**src/rtl/wr_bus_arbiter_if.sv**
```systemverilog
// Write-bus bundle: per-bridge AW/W request slices, the shared system-bus AW/W channel, grant and err.
// master = arbiter view, slave = bridges plus system bus view.
interface wr_bus_arbiter_if #(
  parameter int NREQ  = 4,
  parameter int width = 32
);
  logic [NREQ*28-1:0]        req_awaddr;
  logic [NREQ-1:0]           req_awuser_ap;
  logic [NREQ*4-1:0]         req_awuser_id;
  logic [NREQ*4-1:0]         req_awlen;
  logic [NREQ-1:0]           req_awvalid;
  logic [NREQ-1:0]           req_awready;
  logic [NREQ*width-1:0]     req_wdata;
  logic [NREQ*(width/8)-1:0] req_wstrb;
  logic [NREQ-1:0]           req_wready;
  logic [NREQ-1:0]           req_wlast;
  logic [NREQ-1:0]           grant;
  logic [27:0]               awaddr;
  logic                      awuser_ap;
  logic [3:0]                awuser_id;
  logic [3:0]                awlen;
  logic                      awvalid;
  logic                      awready;
  logic [width-1:0]          wdata;
  logic [width/8-1:0]        wstrb;
  logic                      wready;
  logic [3:0]                wuser_id;
  logic                      wuser_last;
  logic                      err;

  modport master (
    input  req_awaddr, req_awuser_ap, req_awuser_id, req_awlen, req_awvalid,
    input  req_wdata, req_wstrb, awready, wready, wuser_id, wuser_last,
    output req_awready, req_wready, req_wlast, grant,
    output awaddr, awuser_ap, awuser_id, awlen, awvalid, wdata, wstrb, err
  );

  modport slave (
    output req_awaddr, req_awuser_ap, req_awuser_id, req_awlen, req_awvalid,
    output req_wdata, req_wstrb, awready, wready, wuser_id, wuser_last,
    input  req_awready, req_wready, req_wlast, grant,
    input  awaddr, awuser_ap, awuser_id, awlen, awvalid, wdata, wstrb, err
  );
endinterface

```
**src/rtl/wr_bus_arbiter.sv**
```systemverilog
// Round-robin write-bus arbiter: one bridge owns the bus from AW handshake to its matching wuser_last.
// WR_ARB_TIMEOUT_EN adds a DATA-phase watchdog that aborts a stalled burst and pulses err.
module wr_bus_arbiter #(
  parameter int NREQ    = 4,
  parameter int width   = 32,
  parameter int TIMEOUT = 255
) (
  input  logic             clk,
  input  logic             rst_n,
  wr_bus_arbiter_if.master bus
);
  localparam int PW = (NREQ > 1) ? $clog2(NREQ) : 1;
  localparam int SW = width / 8;

  typedef enum logic [1:0] {IDLE, ADDR, DATA} state_t;

  state_t          r_state, w_state_nxt;
  logic [NREQ-1:0] r_grant, w_grant_nxt;
  logic [PW-1:0]   r_ptr, w_ptr_nxt;
  logic [3:0]      r_id, w_id_nxt;
  logic [3:0]      r_cnt, w_cnt_nxt;
  logic [PW-1:0]   w_gidx, w_sel, w_gnext;
  logic            w_sel_vld, w_match, w_beat;

`ifdef WR_ARB_TIMEOUT_EN
  localparam int TW = $clog2(TIMEOUT + 1);
  logic [TW-1:0]   r_wdog, w_wdog_nxt;
  logic            r_err, w_err_nxt;
  assign bus.err = r_err;
`else
  assign bus.err = 1'b0;
`endif

  // Owner index decoded from the one-hot grant.
  always_comb begin
    w_gidx = '0;
    for (int i = 0; i < NREQ; i++) begin
      if (r_grant[i]) w_gidx = PW'(i);
    end
  end

  assign w_gnext = PW'((int'(w_gidx) + 1) % NREQ);

  // Descending scan so the nearest requester at or after r_ptr is the last one written.
  always_comb begin
    w_sel_vld = 1'b0;
    w_sel     = '0;
    for (int k = NREQ - 1; k >= 0; k--) begin
      if (bus.req_awvalid[(int'(r_ptr) + k) % NREQ]) begin
        w_sel_vld = 1'b1;
        w_sel     = PW'((int'(r_ptr) + k) % NREQ);
      end
    end
  end

  assign w_match = (bus.wuser_id == r_id);
  assign w_beat  = (r_state == DATA) && bus.wready && w_match;

  always_ff @(posedge clk or negedge rst_n) begin
    if (!rst_n) begin
      r_state <= IDLE;
      r_grant <= '0;
      r_ptr   <= '0;
      r_id    <= '0;
      r_cnt   <= '0;
`ifdef WR_ARB_TIMEOUT_EN
      r_wdog  <= '0;
      r_err   <= 1'b0;
`endif
    end else begin
      r_state <= w_state_nxt;
      r_grant <= w_grant_nxt;
      r_ptr   <= w_ptr_nxt;
      r_id    <= w_id_nxt;
      r_cnt   <= w_cnt_nxt;
`ifdef WR_ARB_TIMEOUT_EN
      r_wdog  <= w_wdog_nxt;
      r_err   <= w_err_nxt;
`endif
    end
  end

  always_comb begin
    w_state_nxt = r_state;
    w_grant_nxt = r_grant;
    w_ptr_nxt   = r_ptr;
    w_id_nxt    = r_id;
    w_cnt_nxt   = r_cnt;
`ifdef WR_ARB_TIMEOUT_EN
    w_wdog_nxt  = r_wdog;
    w_err_nxt   = 1'b0;
`endif
    case (r_state)
      IDLE: begin
        if (w_sel_vld) begin
          w_state_nxt = ADDR;
          w_grant_nxt = NREQ'(1) << w_sel;
        end
      end
      ADDR: begin
        // Owner withdrew before the handshake: release without moving the pointer.
        if (!bus.req_awvalid[w_gidx]) begin
          w_state_nxt = IDLE;
          w_grant_nxt = '0;
        end else if (bus.awready) begin
          w_state_nxt = DATA;
          w_id_nxt    = bus.req_awuser_id[4*int'(w_gidx) +: 4];
          w_cnt_nxt   = '0;
`ifdef WR_ARB_TIMEOUT_EN
          w_wdog_nxt  = '0;
`endif
        end
      end
      DATA: begin
        if (w_beat) begin
          w_cnt_nxt  = (r_cnt == 4'hF) ? r_cnt : r_cnt + 4'd1;
`ifdef WR_ARB_TIMEOUT_EN
          w_wdog_nxt = '0;
`endif
          if (bus.wuser_last) begin
            w_state_nxt = IDLE;
            w_grant_nxt = '0;
            w_ptr_nxt   = w_gnext;
          end
        end
`ifdef WR_ARB_TIMEOUT_EN
        else if (int'(r_wdog) + 1 >= TIMEOUT) begin
          w_state_nxt = IDLE;
          w_grant_nxt = '0;
          w_ptr_nxt   = w_gnext;
          w_wdog_nxt  = '0;
          w_err_nxt   = 1'b1;
        end else begin
          w_wdog_nxt = r_wdog + 1'b1;
        end
`endif
      end
      default: begin
        w_state_nxt = IDLE;
        w_grant_nxt = '0;
      end
    endcase
  end

  // Bus-side mux: zero outside the phase that owns each channel.
  always_comb begin
    bus.awaddr      = '0;
    bus.awuser_ap   = 1'b0;
    bus.awuser_id   = '0;
    bus.awlen       = '0;
    bus.awvalid     = 1'b0;
    bus.wdata       = '0;
    bus.wstrb       = '0;
    bus.req_awready = '0;
    bus.req_wready  = '0;
    bus.req_wlast   = '0;
    if (r_state == ADDR) begin
      bus.awaddr      = bus.req_awaddr[28*int'(w_gidx) +: 28];
      bus.awuser_ap   = bus.req_awuser_ap[w_gidx];
      bus.awuser_id   = bus.req_awuser_id[4*int'(w_gidx) +: 4];
      bus.awlen       = bus.req_awlen[4*int'(w_gidx) +: 4];
      bus.awvalid     = bus.req_awvalid[w_gidx];
      bus.req_awready = r_grant & {NREQ{bus.awready}};
    end
    if (r_state == DATA) begin
      bus.wdata      = bus.req_wdata[width*int'(w_gidx) +: width];
      bus.wstrb      = bus.req_wstrb[SW*int'(w_gidx) +: SW];
      bus.req_wready = r_grant & {NREQ{w_beat}};
      bus.req_wlast  = r_grant & {NREQ{w_match & bus.wuser_last}};
    end
  end

  assign bus.grant = r_grant;
endmodule

```
**src/flat_wrapper.sv**
```systemverilog
// flat-port wrapper written by rule: the top's interface ports become plain ports
module wr_bus_arbiter_flat 
#(
  parameter int NREQ    = 4,
  parameter int width   = 32,
  parameter int TIMEOUT = 255
)
  (clk, rst_n, bus_req_awaddr, bus_req_awuser_ap, bus_req_awuser_id, bus_req_awlen, bus_req_awvalid, bus_req_wdata, bus_req_wstrb, bus_awready, bus_wready, bus_wuser_id, bus_wuser_last, bus_req_awready, bus_req_wready, bus_req_wlast, bus_grant, bus_awaddr, bus_awuser_ap, bus_awuser_id, bus_awlen, bus_awvalid, bus_wdata, bus_wstrb, bus_err);
  wr_bus_arbiter_if #(.NREQ(NREQ), .width(width)) bus_i ();
  input  logic clk;
  input  logic rst_n;
  input wire logic [$bits(bus_i.req_awaddr)-1:0] bus_req_awaddr;
  input wire logic [$bits(bus_i.req_awuser_ap)-1:0] bus_req_awuser_ap;
  input wire logic [$bits(bus_i.req_awuser_id)-1:0] bus_req_awuser_id;
  input wire logic [$bits(bus_i.req_awlen)-1:0] bus_req_awlen;
  input wire logic [$bits(bus_i.req_awvalid)-1:0] bus_req_awvalid;
  input wire logic [$bits(bus_i.req_wdata)-1:0] bus_req_wdata;
  input wire logic [$bits(bus_i.req_wstrb)-1:0] bus_req_wstrb;
  input wire logic [$bits(bus_i.awready)-1:0] bus_awready;
  input wire logic [$bits(bus_i.wready)-1:0] bus_wready;
  input wire logic [$bits(bus_i.wuser_id)-1:0] bus_wuser_id;
  input wire logic [$bits(bus_i.wuser_last)-1:0] bus_wuser_last;
  output wire logic [$bits(bus_i.req_awready)-1:0] bus_req_awready;
  output wire logic [$bits(bus_i.req_wready)-1:0] bus_req_wready;
  output wire logic [$bits(bus_i.req_wlast)-1:0] bus_req_wlast;
  output wire logic [$bits(bus_i.grant)-1:0] bus_grant;
  output wire logic [$bits(bus_i.awaddr)-1:0] bus_awaddr;
  output wire logic [$bits(bus_i.awuser_ap)-1:0] bus_awuser_ap;
  output wire logic [$bits(bus_i.awuser_id)-1:0] bus_awuser_id;
  output wire logic [$bits(bus_i.awlen)-1:0] bus_awlen;
  output wire logic [$bits(bus_i.awvalid)-1:0] bus_awvalid;
  output wire logic [$bits(bus_i.wdata)-1:0] bus_wdata;
  output wire logic [$bits(bus_i.wstrb)-1:0] bus_wstrb;
  output wire logic [$bits(bus_i.err)-1:0] bus_err;
  assign bus_i.req_awaddr = bus_req_awaddr;
  assign bus_i.req_awuser_ap = bus_req_awuser_ap;
  assign bus_i.req_awuser_id = bus_req_awuser_id;
  assign bus_i.req_awlen = bus_req_awlen;
  assign bus_i.req_awvalid = bus_req_awvalid;
  assign bus_i.req_wdata = bus_req_wdata;
  assign bus_i.req_wstrb = bus_req_wstrb;
  assign bus_i.awready = bus_awready;
  assign bus_i.wready = bus_wready;
  assign bus_i.wuser_id = bus_wuser_id;
  assign bus_i.wuser_last = bus_wuser_last;
  assign bus_req_awready = bus_i.req_awready;
  assign bus_req_wready = bus_i.req_wready;
  assign bus_req_wlast = bus_i.req_wlast;
  assign bus_grant = bus_i.grant;
  assign bus_awaddr = bus_i.awaddr;
  assign bus_awuser_ap = bus_i.awuser_ap;
  assign bus_awuser_id = bus_i.awuser_id;
  assign bus_awlen = bus_i.awlen;
  assign bus_awvalid = bus_i.awvalid;
  assign bus_wdata = bus_i.wdata;
  assign bus_wstrb = bus_i.wstrb;
  assign bus_err = bus_i.err;
  wr_bus_arbiter #(.NREQ(NREQ), .width(width), .TIMEOUT(TIMEOUT)) u_core (.clk(clk), .rst_n(rst_n), .bus(bus_i));
endmodule
```
**config.mk**
```make
export PLATFORM = sky130hd
export DESIGN_NAME = wr_bus_arbiter_flat
export DESIGN_NICKNAME = d
export VERILOG_FILES = /design/src/rtl/wr_bus_arbiter_if.sv /design/src/rtl/wr_bus_arbiter.sv /design/src/flat_wrapper.sv
export SDC_FILE = /design/constraint.sdc
export NUM_CORES = 1
export LEC_CHECK = 0
export BUFFER_PORTS_ARGS = -buffer_cell sky130_fd_sc_hd__buf_2
export CORE_AREA = 2 2 156 158
export CTS_CLUSTER_DIAMETER = 150
export DETAILED_ROUTE_END_ITERATION = 12
export DIE_AREA = 0 0 158 160
export SLEW_MARGIN = 20
export SYNTH_ARGS = -nofsm -noshare
export SYNTH_HDL_FRONTEND = slang
export SYNTH_SLANG_ARGS = --single-unit
```
**constraint.sdc**
```tcl
create_clock -name clk -period 4.6 [get_ports clk]
set_input_delay 0.23 -clock clk [delete_from_list [all_inputs] [get_ports clk]]
set_output_delay 0.23 -clock clk [all_outputs]
set_load 0.02 [all_outputs]
```
# == Word level (Yosys, flattened, before mapping) ==
# Cells that the tools add are included.
# op_classes
n_addsub,4
n_mul,1
magnitude_cmp,5
eq_ne,8
n_shift,6
mux,47
n_bitwise,7
reduce_logical,10
# ops
cell,count
128-bit by 8-bit indexed part select with 32-bit output,1
112-bit by 32-bit indexed part select with 28-bit output,1
16-bit by 5-bit indexed part select with 4-bit output,3
4-bit 2-to-1 mux,10
32-bit 2-to-1 mux,1
28-bit 2-to-1 mux,1
2-bit 2-to-1 mux,11
1-bit 2-to-1 mux,16
4-bit bitwise AND,3
1-bit binary-select mux with 2-bit select,6
3-bit by 4-bit less-than comparator with 1-bit output (second input constant),3
4-bit one-hot mux with 3 select lines,1
4-bit AND reduction,2
2-bit by 3-bit less-than comparator with 1-bit output (second input constant),2
2-bit one-hot mux with 3 select lines,1
3-bit AND reduction,2
2-bit OR reduction,3
3-bit by 2-bit multiplier with 5-bit output (first input constant),1
2-bit by 1-bit adder with 2-bit output (second input constant),2
2-bit adder (second input constant),2
4-bit equality test,1
2-bit by 1-bit inequality test with 1-bit output (second input constant),2
2-bit inequality test (second input constant),2
1-bit by 2-bit left shift with 4-bit output (first input constant),1
7 further kinds,10
# totals
regBits,12
in_bits,305

# == Logic depth before layout (Yosys ltp) ==
# depth
depth_word,13
mapped_depth,7
mapped_depth_nobuf,4

# == Worst setup path before layout ==
# Ideal clock, no wire load.
# synth_path
kind,register to output
startpoint,register u_core.r_grant[1] (netlist: u_core.bus.grant[1])
endpoint,output port bus_req_wlast[1]
arrival_ps,1801
required_time_ps,4370
slack_ps,2569
path_stages_with_launch,6
path_cell_list,dfrtp_1 buf_2 buf_4 buf_4 inv_1 nor4_1
# synth_between
elab_chain_cells,2
# synth_lines
item,line,rtl
start: declaration,wr_bus_arbiter.sv:18,"logic [NREQ-1:0] r_grant, w_grant_nxt;"
start signal: assignment,wr_bus_arbiter.sv:72,r_grant <= w_grant_nxt;
4-bit bitwise AND,wr_bus_arbiter.sv:169,bus.req_wlast = r_grant & {NREQ{w_match & bus.wuser_last}};
4-bit 2-to-1 mux,wr_bus_arbiter.sv:165,if (r_state == DATA) begin
end: declaration,flat_wrapper.sv:25,output wire logic [$bits(bus_i.req_wlast)-1:0] bus_req_wlast;
# No other way between the ends.

# == Worst setup path in the final report ==
# layout_path
startpoint,register u_core.r_grant[1] (netlist: u_core.bus.grant[1])
endpoint,output port bus_wdata[13]
# layout_between
elab_chain_cells,5
# layout_lines
item,line,rtl
1-bit 2-to-1 mux,wr_bus_arbiter.sv:38,if (r_grant[i]) w_gidx = PW'(i);
2-bit 2-to-1 mux (2 in a row),wr_bus_arbiter.sv:38,
128-bit by 8-bit indexed part select with 32-bit output,wr_bus_arbiter.sv:166,bus.wdata = bus.req_wdata[width*int'(w_gidx) +: width];
32-bit 2-to-1 mux,wr_bus_arbiter.sv:165,
end: declaration,flat_wrapper.sv:32,output wire logic [$bits(bus_i.wdata)-1:0] bus_wdata;
# No other way between the ends.

==> impl_metrics.json <==
{
  "cp_data_required_time_ns": 4.37,
  "ir_drop_mv": 0.194,
  "grt_usage": 0.120,
  "area_delta_synth_final_pct": 67.7,
  "power.density_cell_area_nw_per_um2": 401,
  "syn_area_per_cell_um2": 6.83,
  "ys_warn_count": 0,
  "final.setup.tns_ns": 0,
  "crit_arrival_ns": 2.62,
  "cp-endpoint": "bus_wdata[13]",
  "cts_tree": "done",
  "period_minus_slack_ns": 2.85,
  "rsz0062_at_grt": "false",
  "r2r_start": "u_core.bus.grant[2]",
  "synth_cell_types": 39,
  "netSwitchingPower_uw": 1280,
  "synth-seq-area-share": 0.0877,
  "criticalPathCategory": "flip-flop to primary output",
  "period_share": 0.620,
  "status": "finished clean",
  "cts_resized": 0,
  "drc": 0,
  "slew_violations": 0,
  "path_clk_slew_ns": 0.05,
  "clockPowerShare": 0.069,
  "initial_utilization": 0.144,
  "die-area_um2": 25300,
  "syn_inst": 501,
  "row_count": 57,
  "power_uw": 2300,
  "drt_first_pass_iters": 5,
  "whs_path_depth": 3,
  "relSlewSlack": 0.339,
  "worst_pin_slew_ns": 0.987,
  "swShare": 0.558,
  "cts_root_buf": "clkbuf_16",
  "seqPwrFrac": 0.126,
  "vias_per_cell": 4.15,
  "cp-start-kind": "flip-flop",
  "syn_nets": 806,
  "die_height_um": 160,
  "grt-ovfl-total": 0,
  "cts_buffer_depth": 2,
  "setup_viol": 0,
  "ant_nets": 0,
  "synth-seq-cells": 12,
  "placedCellCount": 1179,
  "fin_util": 0.241,
  "nNetsFinal": 1166,
  "instances_no_fill": 1185,
  "worstPathMaxFanout": 39,
  "cellLeakagePower_uw": 0.00328,
  "rr_worst_depth": 5,
  "place_area_um2": 5650,
  "internal_power_uw": 1020,
  "end_kind": "primary output",
  "crit_start": "u_core.bus.grant[1]",
  "fmax_mhz": 350,
  "cts_inserted_buffers": 3,
  "vias": 4916,
  "wl_per_cell_um": 14.4,
  "grt_max_degree": 94,
  "hold_path.class": "input pin to flip-flop",
  "fill_cells": 2726,
  "wirelength_um": 17100,
  "drt_iter0_drc": 204,
  "syn_area_um2": 3420,
  "drv_cap": 0,
  "core_area_um2": 23800,
  "boundaryPins": 396,
  "clock_skew_ns": 0.00721,
  "htree_levels": 1,
  "fin_area_um2": 5740,
  "clock_latency_ns": 0.24,
  "grt_pass1_wl_um": 23900,
  "hold_violations": 0,
  "gp_congestion": 0.778,
  "io_buffers": 394,
  "antenna_found_initial": 1,
  "r2r-end": "u_core.r_id[2]",
  "drive_above_1_share": 0.483,
  "combPwrFrac": 0.805,
  "dp_hpwl_um": 14100,
  "die_x_um": 158,
  "r2r_slack_ns": 2.15,
  "grt_pass1_vias": 4743,
  "cts.sinks": 12
}
final cells by class:
class,count,area [um^2],area share
Tap cell,324,405,0.0706
Multi-Input combinational cell,430,2860,0.498
Timing Repair Buffer,400,2030,0.354
Sequential cell,12,308,0.0536
Inverter,14,55.1,0.00959
Clock buffer,4,78.8,0.0137
Antenna cell,1,2.50,0.000436
sequential cells by signal (all words and copies together), names as in the netlist:
register / count
u_core.bus.grant: 4
u_core.r_id: 4
u_core.r_ptr: 2
u_core.r_state: 2
cells by family (layout without fill, tap and decap cells):
kind of cell / count (synthesis) / count (layout) / synth area share
compound gates: 97 / 97 / 0.160
xor+xnor: 4 / 4 / 0.0102
buf+inv: 59 / 418 / 0.0786
flops: 12 / 12 / 0.0877
mux: 154 / 154 / 0.451
other cells: 1 / 2 / 0.00110
simple gates: 174 / 174 / 0.211
through the flow:
stage / hold WS [ns] / setup slack, ns
finish: 0.334 / 1.75
global placement: 0.122 / 1.98
global route: 0.355 / 1.63
floorplan: -0.0656 / 2.57
detailed placement: 0.130 / 1.96
CTS: 0.326 / 1.70
cells in the final DEF, fill, tap and decap left out, types with 2 or more instances in the layout:
master	count
mux2i_1	152
buf_2	394
dfrtp_1	10
nor3_1	4
dfrtp_4	2
mux2_2	2
nand4_1	2
a21oi_1	3
o221ai_1	4
inv_1	12
clkbuf_16	3
o211ai_1	4
nor4_1	9
o21ai_1	2
nand3_1	2
nor2_1	74
nand2_1	74
o21ai_0	74
xnor2_1	4
buf_4	4
Yosys cell counts, drive strengths merged:
master | n | share of area
mux2i | 152 | 0.44
o21ai | 76 | 0.11
nand2 | 75 | 0.082
nor2 | 74 | 0.081
buf | 24 | 0.040
clkbuf | 21 | 0.023
inv | 14 | 0.015
dfrtp | 12 | 0.088
nor4 | 10 | 0.020
nor3 | 4 | 0.0058
o211ai | 4 | 0.0088
o221ai | 4 | 0.010
xnor2 | 4 | 0.010
a21oi | 3 | 0.0044
mux2 | 2 | 0.0066
nand2b | 2 | 0.0037
nand3 | 2 | 0.0029
nand4 | 2 | 0.0037
nor2b | 2 | 0.0058
a211oi | 1 | 0.0037
a21boi | 1 | 0.0022
a21o | 1 | 0.0022
a311o | 1 | 0.0029
and2 | 1 | 0.0018
conb | 1 | 0.0011
nand3b | 1 | 0.0022
o211a | 1 | 0.0029
o21a | 1 | 0.0022
o21ba | 1 | 0.0029
o21bai | 1 | 0.0022
o22a | 1 | 0.0026
o22ai | 1 | 0.0018
or2 | 1 | 0.0018
power groups by stage:
stage                     Clock [uW]  Sequential [uW]  Combinational, uW
after floorplan                    0              187               1370
after global placement             0              292               1850
after detailed placement           0              294               1870
after CTS                        161              293               1880
after global routing             169              304               2030
final                            158              291               1850
worst min path at each step:
| stage | startpoint | end | slack (ns) |
|---|---|---|---|
| 2_1_floorplan | rst_n | u_core.bus.grant[0] | -0.07 |
| 6_report | bus_req_awvalid[3] | u_core.bus.grant[3] | 0.33 |
| 5_1_grt | bus_req_awvalid[3] | u_core.bus.grant[3] | 0.35 |
| 3_5_place_dp | rst_n | u_core.bus.grant[0] | 0.13 |
| 4_1_cts | bus_req_awvalid[3] | u_core.bus.grant[3] | 0.33 |
| 3_3_place_gp | rst_n | u_core.bus.grant[0] | 0.12 |
timing repair:
item,in CTS,in global routing
hold buffers,1,0
endpoints found under the hold margin,12,0
buffers inserted,0,0
routing by layer:
metal | routed length, um | vias to the layer above | global-route usage
li1 | - | 2473 | -
met1 | 6740 | 2149 | 0.138
met2 | 8650 | 282 | 0.235
met3 | 1530 | 12 | 0.0166
met4 | 186 | 0 | 0.0168
met5 | 0 | - | 0
worst max-delay path, stage by stage (launching register included):
cell and delay [ns]:
dfrtp_4 0.87, buf_12 0.34, mux2i_1 0.43, o21ai_0 0.14, mux2i_1 0.25, nor2_1 0.08
buf_2 0.20
Power figures use the tool's default switching activity.
